File: src/rtl/time_set_ctrl.sv
// time_set_ctrl: front-panel editor for the preset time loaded into the
// 12 h / 24 h clocks. It walks IDLE -> HRS -> MIN -> SEC -> COMMIT on the set
// button and steps the selected field with inc/dec, including auto-repeat.
// It also aborts an edit after an idle timeout and drives the blink status
// for the VGA overlay.
module time_set_ctrl #(
  parameter int REPEAT_DELAY = 500,
  parameter int REPEAT_RATE  = 100,
  parameter int TIMEOUT      = 10000,
  parameter int BLINK_HALF   = 250
) (
  input  logic       clk_i,
  input  logic       reset_i,
  input  logic       btn_set_i,
  input  logic       btn_inc_i,
  input  logic       btn_dec_i,
  input  logic [4:0] cur_hrs_i,
  input  logic [5:0] cur_min_i,
  input  logic [5:0] cur_sec_i,
  output logic [4:0] set_hrs_o,
  output logic [5:0] set_min_o,
  output logic [5:0] set_sec_o,
  output logic       load_o,
  output logic       editing_o,
  output logic [1:0] field_o,
  output logic       blink_o
);

  localparam int HOLD_W = $clog2(REPEAT_DELAY + 1);
  localparam int RATE_W = $clog2(REPEAT_RATE + 1);
  localparam int IDLE_W = $clog2(TIMEOUT + 1);
  localparam int BLNK_W = $clog2(BLINK_HALF + 1);

  localparam logic [5:0] HRS_MAX = 6'd23;
  localparam logic [5:0] MS_MAX  = 6'd59;

  typedef enum logic [2:0] {
    ST_IDLE,
    ST_HRS,
    ST_MIN,
    ST_SEC,
    ST_COMMIT
  } state_t;

  state_t state;

  logic set_p0, set_p1;
  logic inc_p0, inc_p1;
  logic dec_p0, dec_p1;

  logic [HOLD_W-1:0] hold_cnt;
  logic [RATE_W-1:0] rate_cnt;
  logic [IDLE_W-1:0] idle_cnt;
  logic [BLNK_W-1:0] blink_cnt;

  logic set_rise, inc_rise, dec_rise;
  logic in_edit, one_held, any_act, auto_fire, do_step, timed_out;

  // Wrap-around step; values above max (possible from a raw capture) are
  // normalised by the first step in either direction.
  function automatic logic [5:0] step_field(input logic [5:0] v,
                                            input logic [5:0] mx,
                                            input logic       up);
    logic [5:0] r;
    if (up) r = (v >= mx) ? 6'd0 : v + 6'd1;
    else    r = ((v == 6'd0) || (v > mx)) ? mx : v - 6'd1;
    return r;
  endfunction

  // Register each button once; the previous sample gives the rising edge.
  always_ff @(posedge clk_i or posedge reset_i) begin
    if (reset_i) begin
      set_p0 <= 1'b0; set_p1 <= 1'b0;
      inc_p0 <= 1'b0; inc_p1 <= 1'b0;
      dec_p0 <= 1'b0; dec_p1 <= 1'b0;
    end else begin
      set_p0 <= btn_set_i; set_p1 <= set_p0;
      inc_p0 <= btn_inc_i; inc_p1 <= inc_p0;
      dec_p0 <= btn_dec_i; dec_p1 <= dec_p0;
    end
  end

  // Edge, hold and step decode from the registered button levels.
  always_comb begin
    set_rise  = set_p0 & ~set_p1;
    inc_rise  = inc_p0 & ~inc_p1;
    dec_rise  = dec_p0 & ~dec_p1;
    in_edit   = (state == ST_HRS) || (state == ST_MIN) || (state == ST_SEC);
    one_held  = inc_p0 ^ dec_p0;
    any_act   = set_p0 | inc_p0 | dec_p0;
    auto_fire = (hold_cnt == HOLD_W'(REPEAT_DELAY)) && (rate_cnt == '0);
    // A set rise wins over any step; both buttons together never step.
    do_step   = in_edit && !set_rise && one_held &&
                (inc_rise || dec_rise || auto_fire);
    timed_out = in_edit && !any_act && (idle_cnt == IDLE_W'(TIMEOUT - 1));
  end

  // Hold counter saturates at the repeat delay, then the rate counter paces
  // further repeats; inactivity counter tracks idle cycles while editing.
  always_ff @(posedge clk_i or posedge reset_i) begin
    if (reset_i) begin
      hold_cnt <= '0;
      rate_cnt <= '0;
      idle_cnt <= '0;
    end else begin
      if (!in_edit || !one_held || set_rise) begin
        hold_cnt <= '0;
        rate_cnt <= '0;
      end else if (hold_cnt != HOLD_W'(REPEAT_DELAY)) begin
        hold_cnt <= hold_cnt + 1'b1;
      end else begin
        rate_cnt <= (rate_cnt == RATE_W'(REPEAT_RATE - 1)) ? '0 : rate_cnt + 1'b1;
      end
      if (!in_edit || any_act) idle_cnt <= '0;
      else                     idle_cnt <= idle_cnt + 1'b1;
    end
  end

  // Edit state machine with registered outputs and shadow time registers.
  always_ff @(posedge clk_i or posedge reset_i) begin
    if (reset_i) begin
      state     <= ST_IDLE;
      set_hrs_o <= '0;
      set_min_o <= '0;
      set_sec_o <= '0;
      load_o    <= 1'b0;
      editing_o <= 1'b0;
      field_o   <= 2'd0;
      blink_o   <= 1'b0;
      blink_cnt <= '0;
    end else begin
      load_o <= 1'b0;
      case (state)
        ST_IDLE: begin
          blink_cnt <= '0;
          if (set_rise) begin
            set_hrs_o <= cur_hrs_i;
            set_min_o <= cur_min_i;
            set_sec_o <= cur_sec_i;
            state     <= ST_HRS;
            editing_o <= 1'b1;
            field_o   <= 2'd1;
            blink_o   <= 1'b1;
          end
        end
        ST_HRS, ST_MIN, ST_SEC: begin
          if (set_rise) begin
            blink_o   <= 1'b1;
            blink_cnt <= '0;
            if (state == ST_HRS) begin
              state   <= ST_MIN;
              field_o <= 2'd2;
            end else if (state == ST_MIN) begin
              state   <= ST_SEC;
              field_o <= 2'd3;
            end else begin
              state     <= ST_COMMIT;
              load_o    <= 1'b1;
              editing_o <= 1'b0;
              field_o   <= 2'd0;
              blink_o   <= 1'b0;
            end
          end else if (timed_out) begin
            state     <= ST_IDLE;
            editing_o <= 1'b0;
            field_o   <= 2'd0;
            blink_o   <= 1'b0;
            blink_cnt <= '0;
          end else if (do_step) begin
            blink_o   <= 1'b1;
            blink_cnt <= '0;
            if (state == ST_HRS)
              set_hrs_o <= 5'(step_field({1'b0, set_hrs_o}, HRS_MAX, inc_p0));
            else if (state == ST_MIN)
              set_min_o <= step_field(set_min_o, MS_MAX, inc_p0);
            else
              set_sec_o <= step_field(set_sec_o, MS_MAX, inc_p0);
          end else if (blink_cnt == BLNK_W'(BLINK_HALF - 1)) begin
            blink_o   <= ~blink_o;
            blink_cnt <= '0;
          end else begin
            blink_cnt <= blink_cnt + 1'b1;
          end
        end
        ST_COMMIT: begin
          state <= ST_IDLE;
        end
        default: begin
          state     <= ST_IDLE;
          editing_o <= 1'b0;
          field_o   <= 2'd0;
          blink_o   <= 1'b0;
        end
      endcase
    end
  end

endmodule

File: config.mk
export PLATFORM = sky130hd
export DESIGN_NAME = time_set_ctrl
export DESIGN_NICKNAME = d
export VERILOG_FILES = /design/src/rtl/time_set_ctrl.sv
export SDC_FILE = /design/constraint.sdc
export NUM_CORES = 1
export LEC_CHECK = 0
export ABC_CLOCK_PERIOD_IN_PS = 2800
export CORE_AREA = 2 2 99 101
export CTS_CLUSTER_DIAMETER = 100
export CTS_CLUSTER_SIZE = 8
export DETAILED_ROUTE_END_ITERATION = 16
export DIE_AREA = 0 0 101 103
export PLACE_DENSITY = 0.65
export SLEW_MARGIN = 25
export SYNTH_ARGS = -nofsm -noshare
export SYNTH_HDL_FRONTEND = slang
export SYNTH_SLANG_ARGS = --single-unit
File: constraint.sdc
create_clock -name clk_i -period 2.8 [get_ports clk_i]
set_input_delay 0.28 -clock clk_i [delete_from_list [all_inputs] [get_ports clk_i]]
set_output_delay 0.28 -clock clk_i [all_outputs]
set_load 0.01 [all_outputs]
==> results of run 1 <==
## final cells by class
class                      count  share of cell area, %
inverter                      19                   1.44
clock inverter                 3                   1.82
timing repair buffer          51                   9.93
sequential                    69                   35.0
clock buffer                  13                   3.42
multi-input combinational    353                   45.5
tap                          114                   2.89
## cells by family after synthesis
group	Yosys count	synth area share (%)
simple gates	171	20.6
compound gates	122	18.9
flops	69	41.8
buf+inv	41	3.99
xor+xnor	30	6.35
mux	15	3.84
fa+ha+maj	15	4.54
## where the power goes
group	leakage (nW)	switching (mW)	internal, mW	total, mW
Sequential	0.902	0.308	1.13	1.44
Combinational	1.03	0.590	0.633	1.22
Clock	0.130	0.383	0.666	1.05
## worst max-delay path, delay by kind of cell, from the launching register on
family	cells	cell delay, ps
AOI/OAI and AO/OA	2	470
muxes	1	330
buffers and inverters	1	80
DFF	1	420
adders and majority gates	1	140
and+or+nand+nor	3	790
## flip-flops by register name, indices dropped and copies added, names as in the netlist
name,cells
inc_p0,1
set_min_o,6
inc_p1,1
load_o,1
idle_cnt,14
set_sec_o,6
dec_p0,1
editing_o,1
set_hrs_o,5
state,3
blink_cnt,8
blink_o,1
field_o,2
rate_cnt,7
dec_p1,1
set_p1,1
set_p0,1
hold_cnt,9
## Yosys cell counts, drive strengths merged (2+ instances only)
| cell type | n |
|---|---|
| xor2 | 15 |
| xnor2 | 15 |
| clkbuf | 16 |
| nand4 | 5 |
| dfrtp | 69 |
| nor4 | 4 |
| and3 | 6 |
| a211oi | 3 |
| nand2b | 5 |
| a21o | 6 |
| o31ai | 4 |
| a221oi | 5 |
| nand2 | 41 |
| nand3b | 2 |
| a31oi | 7 |
| nor2 | 51 |
| o21bai | 2 |
| inv | 18 |
| nor2b | 5 |
| mux2i | 8 |
| a21oi | 34 |
| nand4b | 3 |
| o21ai | 39 |
| nor3 | 8 |
| buf | 6 |
| nand3 | 23 |
| ha | 15 |
| o211ai | 4 |
| mux2 | 7 |
| nor3b | 2 |
| or3 | 12 |
## worst paths after layout
check	start	endpoint	cells past startpoint
max	rate_cnt[0]	set_sec_o[4]	8
min	reset_i	set_p0	2
max reg2reg	rate_cnt[0]	set_sec_o[4]	8
min reg2reg	idle_cnt[0]	idle_cnt[0]	1
max in group asynchronous	reset_i	set_sec_o[5]	3
min in group clk_i	btn_set_i	set_p0	1
## stage by stage
step	setup slack [ps]	power [mW]	util [%]
after global placement	521	2.65	49.5
after CTS	466	3.73	52.2
final	454	3.71	52.2
after floorplan	687	2.20	-
after detailed placement	473	2.67	49.5
after global routing	262	3.96	52.2
## per-layer routing
layer / global-route usage (%) / share of wire (%) / wire [um]
met4: 7.59 / 1.7 / 165
met1: 26.3 / 47 / 4480
met3: 4.41 / 4.0 / 382
met5: 0 / 0 / 0
met2: 31.3 / 47 / 4420
==> reports/results.tsv, run 1 <==
metric	value	unit
setup TNS	0	ps
Final Non-Filler Cells	622	
design area	4940	um^2
yosys warns	0	
antenna violations before repair	0	
Synth Net Count	500	
initial DRC count	204	
outcome	finished clean	
CORE AREA	9460	um^2
starting density of the core	43.7	%
WL final	9450	um
Die H	103	um
synthesized instance count	463	
CP Max Fanout	6	
Die Wd	101	um
worst reg2reg setup slack	450	ps
Relative slew margins	64.8	%
FF/Latch Area	1730	um^2
clock tree buffer depth	2	
VDD IR max	0.460	mV
via density per instance	5.73	
commonest non-fill, non-tap cell in the layout	dfrtp_1	
CP max stage cell	dfrtp_1	
first-pass GRT wire length	16500	um
routed vias	3564	
Power Dens Cells	751	nW/um^2
Inserted Clock Buffers	9	
top_reg_cell synth	dfrtp_1	
commonest non-fill, non-tap cells in the layout	dfrtp_1, nor2_1, clkdlybuf4s50_1	
RSZ-0062 raised after global routing	false	
Min Hold Slack	286	ps
number of setup buffers added after CTS	0	
final worst-path cycle share	83.8	%
Placed Cells	606	
WP data required	3040	ps
Crit path largest cell delay	420	ps
DRC viols	0	
n_diodes	0	
Hold Crit Class	in -> async	
max-slew violation count	0	
Peak Freq	426	MHz
H-tree Lvls	3	
TritonCTS clock tree	yes	
drt wl/cell	15.2	um
synthesized cell area	4140	um^2
Fill cells	880	
synth top area cells	dfrtp_1, nor2_1, ha_1	
IO buf count	43	
largest net degree at the start of global routing	30	
post-synth top area share	41.8	%
Synth Register Bits	69	
nets	540	
Slew @ Worst Pin	527	ps
Leakage	2.06	nW
Detail Route Antenna Nets	0	
post-synthesis cell type count	62	
Area Growth Syn to Fin	19.4	%
fraction of layout cells with a size suffix above 1	7.87	%
WP data arrival	2590	ps
Post-DP Area	4680	um^2
# setup viols final	0	
gpl congestion	0.944	
# IOs	44	
post-CTS resize count	0	
vias in the first global route	3577	
Setup crit end kind	register	
crit start category	register	
clk_skew	11.5	ps
critical path class	reg -> reg	
syn avg cell area	8.93	um^2
grt ovf	0	
gr usage total	19.7	%
EDFF count, synth	0	
Skew-Pair Late Insertion Delay	350	ps
final hold vios	0	
sequential-to-total area share from yosys stat	41.8	%
Tmin final	2350	ps
Post-synth ARST share	100	%
Post-CTS Hold Buffers	0	
Multi-input gate area	2250	um^2
Sink Count	69	
Clock transition at path regs	80	ps
most used cell, CP	o21ai_1	
FP Rows	36	
Final HPWL DP	6600	um
post-synth top area cell	dfrtp_1	
CP cell instances	inv_1 -> ha_1 -> or3b_1 -> nor4_4 -> o21ai_1 -> o21ai_1 -> nand2_1 -> mux2_2	
number of detailed-route iterations in the first pass	4	
Root Driver	clkbuf_8	
total of max-cap violations	0	
die footprint	10400	um^2
Power figures use the tool's default switching activity.
==> inputs of run 2 (changes only) <==
- ABC_CLOCK_PERIOD_IN_PS: 2800 -> 2050
- PLACE_DENSITY: 0.65 -> 0.68
- clock period: 2.8 -> 2.05 ns (I/O delays scaled with it)
==> run 2 against run 1 <==
Via count up 4.0%. Total power up 41%. Sequential power up 23%. Core utilization up 4.5 points. Largest power group is now combinational logic. Non-clock buffer count up 49. Wire length up 3.2%. Fmax up 1.8%. The run now ends with negative setup slack left. Design area up 8.7%. Register-to-register slack worse by 710 ps. Worst setup slack worse by 710 ps. Clock skew down 1.3 ps. Cell count up 8.0%.
==> reports/results.tsv, run 2 (same netlist as run 1, synthesis figures left out) <==
metric	value	unit
outcome	complete, but fails checks	
failing checks	negative setup slack	
# setup viols final	24	
Die H	103	um
gr usage total	19.8	%
gpl congestion	0.932	
antenna violations before repair	0	
RSZ-0062 raised after global routing	true	
max-slew violation count	0	
# IOs	44	
first-pass GRT wire length	16500	um
final worst-path cycle share	112	%
Die Wd	101	um
clock tree buffer depth	2	
grt ovf	0	
largest net degree at the start of global routing	70	
CP max stage cell	a2111o_1	
vias in the first global route	3645	
fraction of layout cells with a size suffix above 1	17.2	%
CP Max Fanout	5	
most flop-heavy register	idle_cnt	
number of detailed-route iterations in the first pass	4	
Final HPWL DP	6760	um
Relative slew margins	70.9	%
Hold Crit Class	in -> async	
Post-CTS Hold Buffers	0	
Final Non-Filler Cells	672	
nets	590	
Peak Freq	434	MHz
Tmin final	2300	ps
routed vias	3707	
Placed Cells	652	
WP data required	2280	ps
CP cell instances	inv_1 -> ha_1 -> or3b_4 -> nor4_4 -> o211ai_1 -> a2111o_1 -> mux2_4	
Largest regs	idle_cnt x14, hold_cnt x9, blink_cnt x8	
Setup WS post-layout	-255	ps
Root Driver	clkbuf_8	
crit start category	register	
Final Util	56.7	%
total power after layout	5.24	mW
CP bufs+invs	1	
H-tree Lvls	3	
initial DRC count	180	
Clock transition at path regs	80	ps
commonest non-fill, non-tap cell in the layout	dfrtp_1	
final hold vios	0	
Crit path largest cell delay	500	ps
VDD IR max	0.636	mV
critical path's top delay family	compound AO/OA/AOI/OAI gates	
WL final	9750	um
via density per instance	5.52	
clk_skew	10.2	ps
Power Dens Cells	976	nW/um^2
WP data arrival	2530	ps
TritonCTS clock tree	yes	
Slew @ Worst Pin	436	ps
die footprint	10400	um^2
drt wl/cell	14.5	um
starting density of the core	43.7	%
Detail Route Antenna Nets	0	
max reg flops	14	
Sink Count	69	
Skew-Pair Late Insertion Delay	340	ps
commonest non-fill, non-tap cells in the layout	dfrtp_1, buf_4, nor2_1	
critical path class	reg -> reg	
Leakage	2.32	nW
Area Growth Syn to Fin	29.8	%
CORE AREA	9460	um^2
DRC viols	0	
n_diodes	0	
FP Rows	36	
total of max-cap violations	0	
Inserted Clock Buffers	9	
IO buf count	43	
setup TNS	-2820	ps
Setup crit end kind	register	
-- run 2: cell types whose count changed in the layout (fill, tap and decap cells not counted), sizes merged --
cell / previous run / this run
buf: 8 / 57
a2111o: 1 / 2
clkinv: 1 / 3
clkbuf: 13 / 11
-- run 2: path summary, 6_finish.rpt --
check                      slack (ps)      endpoint  depth (start not counted)   startpoint
max in group asynchronous        1500  set_sec_o[0]                          3      reset_i
max                              -250  set_min_o[3]                          7  rate_cnt[0]
min in group clk_i                290        set_p0                          1    btn_set_i
min reg2reg                       470        set_p1                          0       set_p0
min                               260   idle_cnt[3]                          3      reset_i
max reg2reg                      -250  set_min_o[3]                          7  rate_cnt[0]
-- run 2: power by group --
| group | switching, mW | internal, mW | leakage (nW) |
|---|---|---|---|
| Combinational | 1.05 | 1.05 | 1.29 |
| Sequential | 0.226 | 1.54 | 0.902 |
| Clock | 0.521 | 0.846 | 0.124 |
| Total | 1.80 | 3.44 | 2.32 |
-- run 2: worst min-delay path: cells and delay by family --
family   cells  cell delay (ps)
buf+inv      3              800
-- run 2: metrics by stage --
| step | setup WS (ps) | hold slack [ps] | instance area, um^2 |
|---|---|---|---|
| after floorplan | -56.3 | 236 | 4140 |
| after global placement | -163 | 443 | 5040 |
| after detailed placement | -261 | 467 | 5040 |
| after CTS | -248 | 261 | 5320 |
| after global routing | -351 | 288 | 5370 |
| final | -255 | 258 | 5370 |
-- run 2: what timing repair did --
action	in CTS	in global routing
setup endpoints to repair	24	26
gates resized for setup	3	9
setup buffers	1	2
cloned	1	0
pin swaps	2	2
-- run 2: area by class of cell --
type                            count  area, um^2
Clock inverter                      5         108
Clock buffer                       11         141
Sequential cell                    69        1730
Inverter                           19        71.3
Tap cell                          114         143
Timing Repair Buffer              100         882
Multi-Input combinational cell    354        2290
Fill cell                         853        4090
-- run 2: metal layers --
layer  global-route usage (%)  wire (um)  share of wire, %
met5                        0          0                 0
met4                     9.15        247               2.5
met3                     3.46        294               3.0
met2                     31.9       4640                48
met1                     26.2       4570                47
==> inputs of run 3 (changes only) <==
- CORE_AREA: 2 2 99 101 -> 2 2 118 86
- DIE_AREA: 0 0 101 103 -> 0 0 120 88
- PLACE_DENSITY: 0.68 -> 0.67
- SKIP_CTS_REPAIR_TIMING: default -> 1
==> run 3 against run 2 <==
The run still ends with negative setup slack left. Worst hold slack worse by 20 ps. Sequential share of layout area shrank 0.38 points. Die area rose by 1.5%. Register-to-register slack better by 70 ps. Largest power group unchanged. Combinational power grew 3%. Largest cell class unchanged.
==> reports/results.tsv, run 3 (same netlist as run 1, synthesis figures left out) <==
metric	value	unit
max-slew violation count	0	
Detail Route Antenna Nets	0	
antenna violations before repair	0	
# setup viols final	16	
CORE AREA	9420	um^2
DRC viols	0	
via density per instance	5.47	
nets	586	
largest net degree at the start of global routing	47	
starting density of the core	43.9	%
Skew-Pair Late Insertion Delay	340	ps
Root Driver	clkbuf_16	
routing usage on met2	32.5	%
total of max-cap violations	0	
Die H	88	um
CP Max Fanout	6	
Hold Crit Class	in -> async	
WL final	10300	um
Largest regs	idle_cnt x14, hold_cnt x9, blink_cnt x8	
Final Non-Filler Cells	682	
routed vias	3732	
most flop-heavy register	idle_cnt	
crit path launch	rate_cnt[0]	
n_diodes	0	
RSZ-0062 raised after global routing	true	
grt met1 use	27.4	%
die footprint	10600	um^2
Setup crit end kind	register	
Sink Count	69	
commonest non-fill, non-tap cells in the layout	dfrtp_1, buf_4, nor2_1	
max reg flops	14	
IO buf count	43	
critical path class	reg -> reg	
Final HPWL DP	7240	um
Setup WS post-layout	-184	ps
fraction of layout cells with a size suffix above 1	16.8	%
Tmin final	2230	ps
failing checks	negative setup slack	
design area	5430	um^2
Crit Reg-Reg Startpoint	rate_cnt[0]	
gr usage total	20.4	%
first-pass GRT wire length	17100	um
Power Dens Cells	1050	nW/um^2
Die Wd	120	um
grt ovf	0	
# IOs	44	
H-tree Lvls	3	
Leakage	2.34	nW
Peak Freq	448	MHz
final hold vios	0	
VDD IR max	0.526	mV
gpl congestion	0.919	
Inserted Clock Buffers	9	
Relative slew margins	66.0	%
Clock transition at path regs	60	ps
met3 GRT Util	5.40	%
Slew @ Worst Pin	505	ps
TritonCTS clock tree	yes	
Post-DP Area	5050	um^2
WP data arrival	2460	ps
WP data required	2270	ps
Placed Cells	664	
clk_skew	12.8	ps
outcome	complete, but fails checks	
drt wl/cell	15.2	um
commonest non-fill, non-tap cell in the layout	dfrtp_1	
number of detailed-route iterations in the first pass	5	
vias in the first global route	3584	
clock tree buffer depth	2	
final worst-path cycle share	109	%
initial DRC count	203	
FP Rows	30	
Area Growth Syn to Fin	31.3	%
crit start category	register	
setup TNS	-1390	ps
GR peak layer	met2	
[run 3: cell types whose count changed in the layout (fill, tap and decap cells not counted), sizes merged]
cell / before / now
clkbuf: 11 / 9
clkinv: 3 / 5
buf: 57 / 53
[run 3: final cells by class]
cell class	instances	area, um^2
fillers	842	3990
multi-input cells	354	2280
flip-flops and latches	69	1730
repair buffers	96	853
clock buffers	9	225
well taps	128	160
clock inverters	7	114
inverters	19	71.3
[run 3: per-layer routing]
metal | routed length, um | part of all wire, % | vias up
met5 | 0 | 0 | -
met4 | 126 | 1.2 | 0
met3 | 488 | 4.7 | 15
met2 | 4850 | 47 | 91
met1 | 4880 | 47 | 1791
li1 | - | - | 1835
[run 3: worst max-delay path, cell delays in order, from the launching register on]
cell	delay (ps)
dfrtp_1	380
inv_1	60
ha_1	130
or3b_4	380
nor4_4	170
o211ai_1	160
a2111o_2	540
a211oi_2	250
a21oi_1	60
[run 3: stage by stage]
step	util [%]	total power, mW	hold slack [ps]	setup slack (ps)
2_1_floorplan	-	3.00	236	-56.3
3_3_place_gp	53.6	3.84	436	-150
3_5_place_dp	53.6	3.89	434	-195
4_1_cts	57.2	5.69	238	-225
5_1_grt	57.6	6.01	259	-269
6_report	57.6	5.69	238	-184
[run 3: worst paths after layout]
check,slack [ps],end,depth (start not counted)
max in group asynchronous,1540,set_sec_o[4],3
worst min-delay path,240,idle_cnt[9],3
min in group clk_i,310,set_p0,1
worst max register to register,-180,set_min_o[1],8
worst min register to register,460,dec_p1,0
worst max-delay path,-180,set_min_o[1],8
[run 3: power by group]
group	internal [mW]	switching (mW)
Sequential	1.55	0.225
Clock	1.18	0.576
Combinational	1.06	1.10
